==> config.mk <==
export PLATFORM = sky130hd
export DESIGN_NAME = prefix_chain_decoder
export DESIGN_NICKNAME = d
export VERILOG_FILES = /design/src/rtl/prefix_chain_decoder.sv
export SDC_FILE = /design/constraint.sdc
export NUM_CORES = 1
export LEC_CHECK = 0
export CAP_MARGIN = 20
export CORE_MARGIN = 5
export CORE_UTILIZATION = 55
export CTS_CLUSTER_SIZE = 25
export DETAILED_ROUTE_END_ITERATION = 8
export DONT_BUFFER_PORTS = 1
export PLACE_DENSITY = 0.7
export SYNTH_ARGS = -nofsm -noshare
export SYNTH_HDL_FRONTEND = slang
export SYNTH_SLANG_ARGS = --single-unit
==> constraint.sdc <==
create_clock -name clk -period 2.2 [get_ports clk]
set_input_delay 0.33 -clock clk [delete_from_list [all_inputs] [get_ports clk]]
set_output_delay 0.33 -clock clk [all_outputs]
set_load 0.03 [all_outputs]
==> src/rtl/prefix_chain_decoder.sv <==
// Opcode decoder with a multi-level prefix chain: PREP/PREPX build a wide
// immediate and switch to the alternate opcode table; sticky HALT and stall gating.
module prefix_chain_decoder #(
  parameter int MODES = 4,
  parameter int IMMW  = 6,
  parameter int PREPW = 16,
  localparam int MW   = $clog2(MODES)
) (
  input  logic             clk,
  input  logic             reset,
  input  logic             instr_valid,
  input  logic             stall,
  input  logic [2:0]       opcode,
  input  logic [IMMW-1:0]  imm,
  output logic             WritePrepReg,
  output logic             ReadPrepReg,
  output logic             WriteEnabled,
  output logic             DataWrite,
  output logic             DataRead,
  output logic [2:0]       ALUOp,
  output logic             controlBranch,
  output logic             aluRegSource,
  output logic             aluConstantOrOne,
  output logic             saveAluToReg,
  output logic             prepCommand,
  output logic [MW-1:0]    mode,
  output logic [PREPW-1:0] prep_value,
  output logic             halted,
  output logic             illegal
);

  localparam logic [MW-1:0] LastMode = MW'(MODES - 1);

  logic                  fire;
  logic [MW-1:0]         modeNext;
  logic [PREPW-1:0]      prepNext;
  logic                  haltedNext;
  logic [PREPW+IMMW-1:0] prepShifted;

  assign fire        = instr_valid & ~stall & ~halted;
  // Upper bits fall off when the chain outgrows the prep register.
  assign prepShifted = {prep_value, imm};

  always_comb begin
    WritePrepReg     = 1'b0;
    ReadPrepReg      = 1'b0;
    WriteEnabled     = 1'b0;
    DataWrite        = 1'b0;
    DataRead         = 1'b0;
    ALUOp            = 3'b000;
    controlBranch    = 1'b0;
    aluRegSource     = 1'b0;
    aluConstantOrOne = 1'b0;
    saveAluToReg     = 1'b0;
    prepCommand      = 1'b0;
    illegal          = 1'b0;
    modeNext         = mode;
    prepNext         = prep_value;
    haltedNext       = halted;

    if (fire) begin
      if (mode == '0) begin
        case (opcode)
          3'b000: begin
            WritePrepReg = 1'b1;
            WriteEnabled = 1'b1;
            prepCommand  = 1'b1;
            modeNext     = MW'(1);
            prepNext     = PREPW'(imm);
          end
          3'b001: begin
            WriteEnabled     = 1'b1;
            aluConstantOrOne = 1'b1;
            saveAluToReg     = 1'b1;
            ALUOp            = imm[0] ? 3'b000 : 3'b001;
          end
          3'b010: begin
            ALUOp        = 3'b010;
            aluRegSource = 1'b1;
            WriteEnabled = 1'b1;
            saveAluToReg = 1'b1;
          end
          3'b011: begin
            ALUOp        = 3'b011;
            WriteEnabled = 1'b1;
            saveAluToReg = 1'b1;
          end
          3'b100: begin
            ALUOp        = 3'b100;
            WriteEnabled = 1'b1;
            saveAluToReg = 1'b1;
          end
          3'b101: begin
            ALUOp        = 3'b101;
            WriteEnabled = 1'b1;
            saveAluToReg = 1'b1;
          end
          3'b110:  illegal    = 1'b1;
          default: haltedNext = 1'b1;
        endcase
      end else begin
        ReadPrepReg = 1'b1;
        case (opcode)
          3'b000: begin
            ALUOp        = 3'b110;
            aluRegSource = 1'b1;
            WriteEnabled = 1'b1;
            saveAluToReg = 1'b1;
            modeNext     = '0;
          end
          3'b001: begin
            ALUOp         = 3'b111;
            controlBranch = 1'b1;
            aluRegSource  = 1'b1;
            modeNext      = '0;
          end
          3'b010: begin
            DataRead     = 1'b1;
            WriteEnabled = 1'b1;
            modeNext     = '0;
          end
          3'b011: begin
            DataWrite = 1'b1;
            modeNext  = '0;
          end
          3'b100: begin
            WriteEnabled = 1'b1;
            modeNext     = '0;
          end
          3'b101: begin
            ALUOp        = 3'b100;
            WritePrepReg = 1'b1;
            WriteEnabled = 1'b1;
            saveAluToReg = 1'b1;
          end
          3'b110: begin
            ALUOp        = 3'b010;
            aluRegSource = 1'b1;
            WritePrepReg = 1'b1;
            WriteEnabled = 1'b1;
            saveAluToReg = 1'b1;
          end
          default: begin
            if (mode != LastMode) begin
              WritePrepReg = 1'b1;
              WriteEnabled = 1'b1;
              prepCommand  = 1'b1;
              modeNext     = mode + MW'(1);
              prepNext     = prepShifted[PREPW-1:0];
            end else begin
              // Chain too deep: abandon it but keep the accumulated value.
              ReadPrepReg = 1'b0;
              illegal     = 1'b1;
              modeNext    = '0;
            end
          end
        endcase
      end
    end
  end

  always_ff @(posedge clk or negedge reset) begin
    if (!reset) begin
      mode       <= '0;
      prep_value <= '0;
      halted     <= 1'b0;
    end else begin
      mode       <= modeNext;
      prep_value <= prepNext;
      halted     <= haltedNext;
    end
  end

endmodule

* Word level (Yosys, flattened, before mapping) *
Index checks and enable logic that the tools add are counted.

storage, ports and cells
  input bits = 13
  output and inout port bits = 33
  register bits = 19

operators by class
  muxes and demuxes = 51
  reduce and logical (&&, ||, !) cells = 15
  add/subtract/negate cells = 1
  bitwise gates (word level) = 5
  equal/unequal tests = 10

operators with widths
  operator             number
  $mux 16              4
  $mux 1               37
  $pmux 3 s5           1
  $reduce_or 5->1      3
  $pmux 3 s4           1
  $eq 3x3->1 const B   3
  $reduce_or 7->1      1
  $eq 3x2->1 const B   2
  $mux 2               3
  $mux 3               2
  $ne 2x1->1 const B   3
  $reduce_and 3->1     2
  $reduce_or 3->1      2
  $reduce_or 6->1      1
  $pmux 1 s2           2
  $pmux 2 s2           1
  $reduce_and 4->1     1
  $reduce_or 2->1      2
  $eq 3x1->1 const B   1
  $logic_not 3->1      1
  $not 1->1            3
  $add 2x1->2 const B  1
  $and 1x1->1          2
  $logic_not 2->1      1
  other kinds (2)      2

* Logic depth before layout (Yosys ltp) *
Gate-level depths: netlist of the first run.

  word-level depth = 5
  gate-level depth with buffers = 7

* Least setup slack after synthesis of the first run *
Ideal clock, no wire load.

  path kind = flip-flop to output port
  start point = register mode[0]
  end point = output port ALUOp[2]
  required time = 1870 ps
  path slack = -874 ps
  arrival = 2744 ps
  path buffers = 1
  cell stages (with the launch flop) = 6
  cell sequence = dfrtp_1 > inv_1 > ha_1 > clkbuf_1 > nor2b_1 > a2111oi_0

on the way
  cells in the longest elaborated chain, start to end = 3

RTL lines
  element                 line  text
  from (decl)             26    output logic [MW-1:0] mode,
  from (signal assigned)  168   mode <= modeNext;
  $logic_not 2->1         62    if (mode == '0) begin
  $mux 3                  62
  $mux 3                  61    if (fire) begin
  to (decl)               20    output logic [2:0] ALUOp,

Every way passes these cells.

* Final worst setup path of the first run *
  start point = register halted
  end point = output port aluConstantOrOne

on the way
  cells in the longest elaborated chain, start to end = 3

RTL lines
  element                 line  text
  from (decl)             28    output logic halted,
  from (signal assigned)  170   halted <= haltedNext;
  $not 1->1               40    assign fire = instr_valid & ~stall & ~halted;
  $and 1x1->1             40
  $mux 1                  61
  to (decl)               23    output logic aluConstantOrOne,

Every way passes these cells.

==> results of run 1 <==
## placed cells by master (no fill, tap or decap), drive strengths merged, types with 2 or more instances in the layout
| cell | Yosys | layout |
|---|---|---|
| dfrtp | 19 | 19 |
| buf | 3 | 20 |
| nor2 | 5 | 5 |
| mux2 | 7 | 7 |
| o211ai | 2 | 2 |
| a21o | 2 | 2 |
| nor2b | 5 | 5 |
| nand2b | 2 | 2 |
| a211o | 2 | 2 |
| nand2 | 5 | 5 |
| a21oi | 4 | 4 |
| clkbuf | 8 | 3 |
| o21ai | 2 | 2 |
| o21a | 2 | 2 |
| a22o | 10 | 10 |
| nor4 | 2 | 2 |
| inv | 3 | 3 |
| nor3 | 3 | 3 |
| or3 | 2 | 2 |
| nand3b | 2 | 2 |
| ha | 3 | 3 |
## worst max-delay path: cells and delay by family, from the launching register on
family                 cells  cell delay (ps)
flip-flops                 1              400
AND/OR/NAND/NOR            3              920
buffers and inverters      1              180
## routing by layer
layer / up-vias / GRT usage
li1: 432 / -
met1: 444 / 0.222
met2: 33 / 0.272
met3: 2 / 0.0559
met4: 0 / 0.0313
met5: - / 0
## sequential cells by signal (all words and copies together) (netlist names)
register and cells:
prep_value 16, mode 2, halted 1
## power by group
part	switching (W)	internal, W
Combinational	0.000342	0.000299
Clock	0.000102	0.0000676
Sequential	0.000327	0.000476
Total	0.000771	0.000843
## worst max-delay path by stage
stage	start	to	slack, ps	cells after the start
6_report	halted$_DFFE_PN0P_	aluConstantOrOne	90	4
5_1_grt	mode[0]$_DFFE_PN0P_	prepCommand	7	6
4_1_cts	halted$_DFFE_PN0P_	ALUOp[2]	-10	4
3_5_place_dp	mode[0]$_DFFE_PN0P_	prep_value[2]$_DFFE_PN0P_	120	5
3_3_place_gp	mode[0]$_DFFE_PN0P_	prep_value[5]$_DFFE_PN0P_	190	5
2_1_floorplan	halted$_DFFE_PN0P_	ALUOp[0]	-150	4
## repair_timing
item | 4_1_cts | 5_1_grt
pin swaps | 0 | 1
setup endpoints to repair | 2 | 15
hold buffers | 1 | 0
cloned | 0 | 0
resized for setup | 2 | 10
endpoints found under the hold margin | 19 | 0
## layout make-up
type,instances,share of cell area
Clock buffer,3,0.0163
Multi-Input combinational cell,76,0.481
Timing Repair Buffer,21,0.121
Sequential cell,19,0.345
Tap cell,27,0.0245
Clock inverter,1,0.00363
Inverter,3,0.00816
## metrics by stage
step | cells | TNS (ps) | utilization
3_5_place_dp | 145 | 0 | 0.661
2_1_floorplan | 109 | -801 | -
3_3_place_gp | 145 | 0 | 0.661
4_1_cts | 150 | -9.51 | 0.685
5_1_grt | 150 | 0 | 0.703
6_report | 150 | 0 | 0.703
## cells by family (layout without fill, tap and decap cells)
kind of cell,count (synthesis),after routing,synth area share
mux,7,7,0.0698
flops,19,19,0.421
simple gates,33,33,0.178
xor+xnor,1,1,0.00776
compound gates,32,32,0.220
fa+ha+maj,3,3,0.0333
buf+inv,14,28,0.0698
==> flow_summary.ini, run 1 <==
[layout]
register_area_um2 = 475
final_area_mm2 = 0.00138
n_fill_cell = 163
fin_nets = 140
drive_gt1_frac = 0.423
multi_input_area_um2 = 664
insertedDiodeCount = 0
area_growth_pct = 22.3

[synth]
synth_top_area_frac = 0.421
synthTopCellsByArea = dfrtp_1 42%, a22o_1 7.8%, mux2_2 7.0%
ys_ff_latch = 19
synth_common_cells = 19 x dfrtp_1, 10 x a22o_1, 8 x clkbuf_1
synth_top_cell_by_area = dfrtp_1
synth.most_common_cell = dfrtp_1
synth_area_mm2 = 0.00113
syn_area_per_cell_um2 = 10.4
synthFlopType = dfrtp_1
synth-async-reset-ratio = 1.00
ys_seq_area_frac = 0.421
ys_types = 39
synth_edf_count = 0
synth_warnings = 0
syn_inst = 109
syn-num-nets = 125

[cts]
clockBufferDepth = 2
cts_tree = built
clockRootBuffer = clkbuf_4
path_clk_slew_ps = 100
clk_latency_ps = 290
htreeDepth = 1
cts_setup_buffers = 0
cts_buffers = 3
clkSinkCount = 19

[routing]
wire_per_inst_um = 17.5
wirelength_mm = 2.63
avgViaCountPerCell = 6.07
drt-met1-wl_mm = 1.11
met2_length_mm = 1.33
maxUsedRoutingLayer = met4
drc = 0
drtAntennaViolNets = 0
drt-initial-drc-count = 28
num_vias = 911
first_pass_iters = 4
route.met3.wl_um = 188

[floorplan]
dieArea_mm2 = 0.00306
io_pins = 46
rows = 16
die_y_um = 55.3
core-area_mm2 = 0.00196
chipWidth_um = 55.3
start_util = 0.575

[worst_setup_path]
worstPathRequired_ps = 1870
path_max_fanout = 3
setup.worst_path.start_class = flop
worstSetupEndpointType = output pin
reg2reg_slack_ps = 170
path_class = flop to output pin
regToRegEndpoint = prep_value[2]$_DFFE_PN0P_
worstPathCellList = or3b_4 -> or3_4 -> nor3b_2 -> buf_4
r2r.worst_path.cells = 5
critPathMaxStageDelay_ps = 400
cpMaxStageDelayCell = dfrtp_1
r2r-start = mode[0]$_DFFE_PN0P_
crit_arrival_ps = 1780

[global_route]
grt_max_degree = 24
grt_first_pass_wirelength_mm = 4.26
grt_usage = 0.168
grt-ovfl-total = 0
antenna_found_initial = 0
grt_pass1_vias = 847

[pwr]
fin_total_pwr_w = 0.00161
power.density_mw_per_mm2 = 1170
ir_drop_v = 0.00103
p_leak_nw = 0.586

[timing]
whs_ps = 183
setup_viol = 0
timing.fmax_mhz = 474
period_share = 0.958
slew_headroom = 0.462
finalHoldViolCount = 0
rsz0062_at_grt = false
worst_pin_slew_ps = 805
worst_slack_ps = 92.0
fin_crit_ps = 2110
clock_skew_ps = 2.40
slew_viol_final = 0

[min_path]
min_to = prep_value[0]$_DFFE_PN0P_
holdPathStages = 1
hold_path.class = primary input to flop
hold_path_startpoint = imm[0]

[placement]
pre_cts_slack_ps = 123
gp_congestion = 0.824
placed_area_mm2 = 0.00130
dp_hpwl_mm = 1.89
numPortBuffers = 0

[outcome]
status = completed

[job]
drv_cap = 0
(Power assumes the default switching activity.)
==> inputs of run 2 (changes only) <==
CELL_PAD_IN_SITES_DETAIL_PLACEMENT = 2   (was not set)
CELL_PAD_IN_SITES_GLOBAL_PLACEMENT = 2   (was not set)
CORE_ASPECT_RATIO = 0.5   (was not set)
CORE_UTILIZATION = 36   (was 55)
MAX_ROUTING_LAYER = met4   (was not set)
PLACE_DENSITY = not set   (was 0.7)
PLACE_DENSITY_LB_ADDON = 0.1   (was not set)
==> run 2 against run 1 <==
Net effect: maximum frequency is 2.7% lower; first-iteration DRC count stayed put; non-clock buffer count increased by 1; final area grew 1.2%; highest routed layer unchanged; largest power group unchanged; sequential cell count did not move; sequential power rose by 1%; worst hold slack improved by 48 ps; cell count rose by 9.3%; die area rose by 45%.
==> flow_summary.ini, run 2 (synthesis gave the netlist of run 1 again) <==
[layout]
largest_reg_flops = 16
final_cell_mix = 20 x buf_4, 19 x dfrtp_1, 10 x a22o_1, 7 x mux2_2, 5 x nand2_1
stdcell_count = 164
n_fill_cell = 320
register_area_um2 = 475
multi_input_area_um2 = 643
reg_top3 = prep_value x16, mode x2, halted x1
final_common_cell = buf_4
regMostFlops = prep_value
drive_gt1_frac = 0.411
insertedDiodeCount = 0
fin_nets = 141
area_growth_pct = 23.7

[timing]
rsz0062_at_grt = true
worst_pin_slew_ps = 816
period_share = 0.985
setup_viol = 0
fin_crit_ps = 2170
finalSetupTns_ps = 0
worst_slack_ps = 32.7
whs_ps = 231
slew_headroom = 0.454
clock_skew_ps = 3.42
timing.fmax_mhz = 461
slew_viol_final = 0
finalHoldViolCount = 0

[routing]
drc = 0
wirelength_mm = 3.35
drt-initial-drc-count = 28
wire_per_inst_um = 20.4
first_pass_iters = 3
avgViaCountPerCell = 5.64
num_vias = 925
drtAntennaViolNets = 0

[floorplan]
io_pins = 46
rows = 14
die_y_um = 49.6
start_util = 0.375
dieArea_mm2 = 0.00442
chipWidth_um = 89.2
core-area_mm2 = 0.00301

[global_route]
grt_max_degree = 24
grt_first_pass_wirelength_mm = 5.44
grt_usage = 0.160
grt-ovfl-total = 0
antenna_found_initial = 0
grt_pass1_vias = 1018

[worst_setup_path]
regToRegEndpoint = prep_value[5]$_DFFE_PN0P_
worstSetupEndpointType = output pin
crit_arrival_ps = 1840
r2r-start = mode[0]$_DFFE_PN0P_
critPathMaxStageDelay_ps = 480
setup.worst_path.start_class = flop
worstPathCellList = inv_1 -> ha_2 -> or4b_4 -> o21a_1 -> nor2_1 -> buf_4
path_class = flop to output pin
path_max_fanout = 3
worstPathRequired_ps = 1870
reg2reg_slack_ps = 150
cpMaxStageDelayCell = or4b_4
r2r.worst_path.cells = 5

[min_path]
hold_path.class = primary input to flop
min_to = prep_value[3]$_DFFE_PN0P_
hold_path_startpoint = imm[3]
holdPathStages = 1

[pwr]
power.density_mw_per_mm2 = 1210
ir_drop_v = 0.000669
p_leak_nw = 0.592
fin_total_pwr_w = 0.00169

[placement]
dp_hpwl_mm = 2.52
gp_congestion = 0.810
dp.cells = 158
numPortBuffers = 0
pre_cts_slack_ps = 60.8

[cts]
path_clk_slew_ps = 70
clockRootBuffer = clkbuf_8
cts_tree = built
clkSinkCount = 19
htreeDepth = 1
clockBufferDepth = 2
clk_latency_ps = 250
cts_buffers = 3

[outcome]
status = completed

[job]
drv_cap = 0
[run 2: worst max path at each step]
stage / start / endpoint / slack, ps
after global routing: mode[0]$_DFFE_PN0P_ / prepCommand / -80
after CTS: halted$_DFFE_PN0P_ / ALUOp[2] / 4
after detailed placement: mode[0]$_DFFE_PN0P_ / prep_value[5]$_DFFE_PN0P_ / 60
after global placement: mode[0]$_DFFE_PN0P_ / prep_value[2]$_DFFE_PN0P_ / 190
final: mode[0]$_DFFE_PN0P_ / prepCommand / 30
after floorplan: halted$_DFFE_PN0P_ / ALUOp[0] / -150
[run 2: cell type report]
| type | instances | area share |
|---|---|---|
| multi-input cells | 76 | 0.461 |
| flip-flops and latches | 19 | 0.341 |
| repair buffers | 22 | 0.123 |
| well taps | 40 | 0.0358 |
| clock buffers | 4 | 0.0323 |
| inverters | 3 | 0.00806 |
[run 2: power by group]
group | leakage, nW | internal (W) | switching (W)
Clock | 0.0228 | 0.000128 | 0.000102
Combinational | 0.321 | 0.000295 | 0.000355
Sequential | 0.249 | 0.000476 | 0.000337
Total | 0.592 | 0.000900 | 0.000793
[run 2: critical path: cells and delay by family (launching register included)]
kind / cells / cell delay, ps
buffers and inverters: 2 / 270
adders and majority gates: 1 / 210
DFF: 1 / 380
AOI/OAI and AO/OA: 1 / 130
and+or+nand+nor: 2 / 600
[run 2: through the flow]
stage | instance area [um^2] | utilization
floorplan | 1180 | -
global placement | 1310 | 0.436
detailed placement | 1310 | 0.436
CTS | 1370 | 0.456
global route | 1400 | 0.463
finish | 1400 | 0.463
[run 2: routing by layer]
layer | global-route usage | vias to the layer above | routed length, um
li1 | - | 429 | -
met1 | 0.191 | 462 | 1380
met2 | 0.265 | 32 | 1710
met3 | 0.0383 | 2 | 248
met4 | 0.0495 | 0 | 15
met5 | - | - | 0
[run 2: repair_timing]
item | in CTS | in global routing
hold buffers | 1 | 0
pin swaps | 0 | 2
setup endpoints to repair | 1 | 13
setup buffers | 0 | 1
resized for setup | 1 | 7
endpoints found under the hold margin | 19 | 0
==> inputs of run 3 (changes only) <==
HOLD_SLACK_MARGIN = 0.1   (was not set)
==> results of run 3 <==
Same layout as run 2: the final DEF is identical, and so are final timing and power.
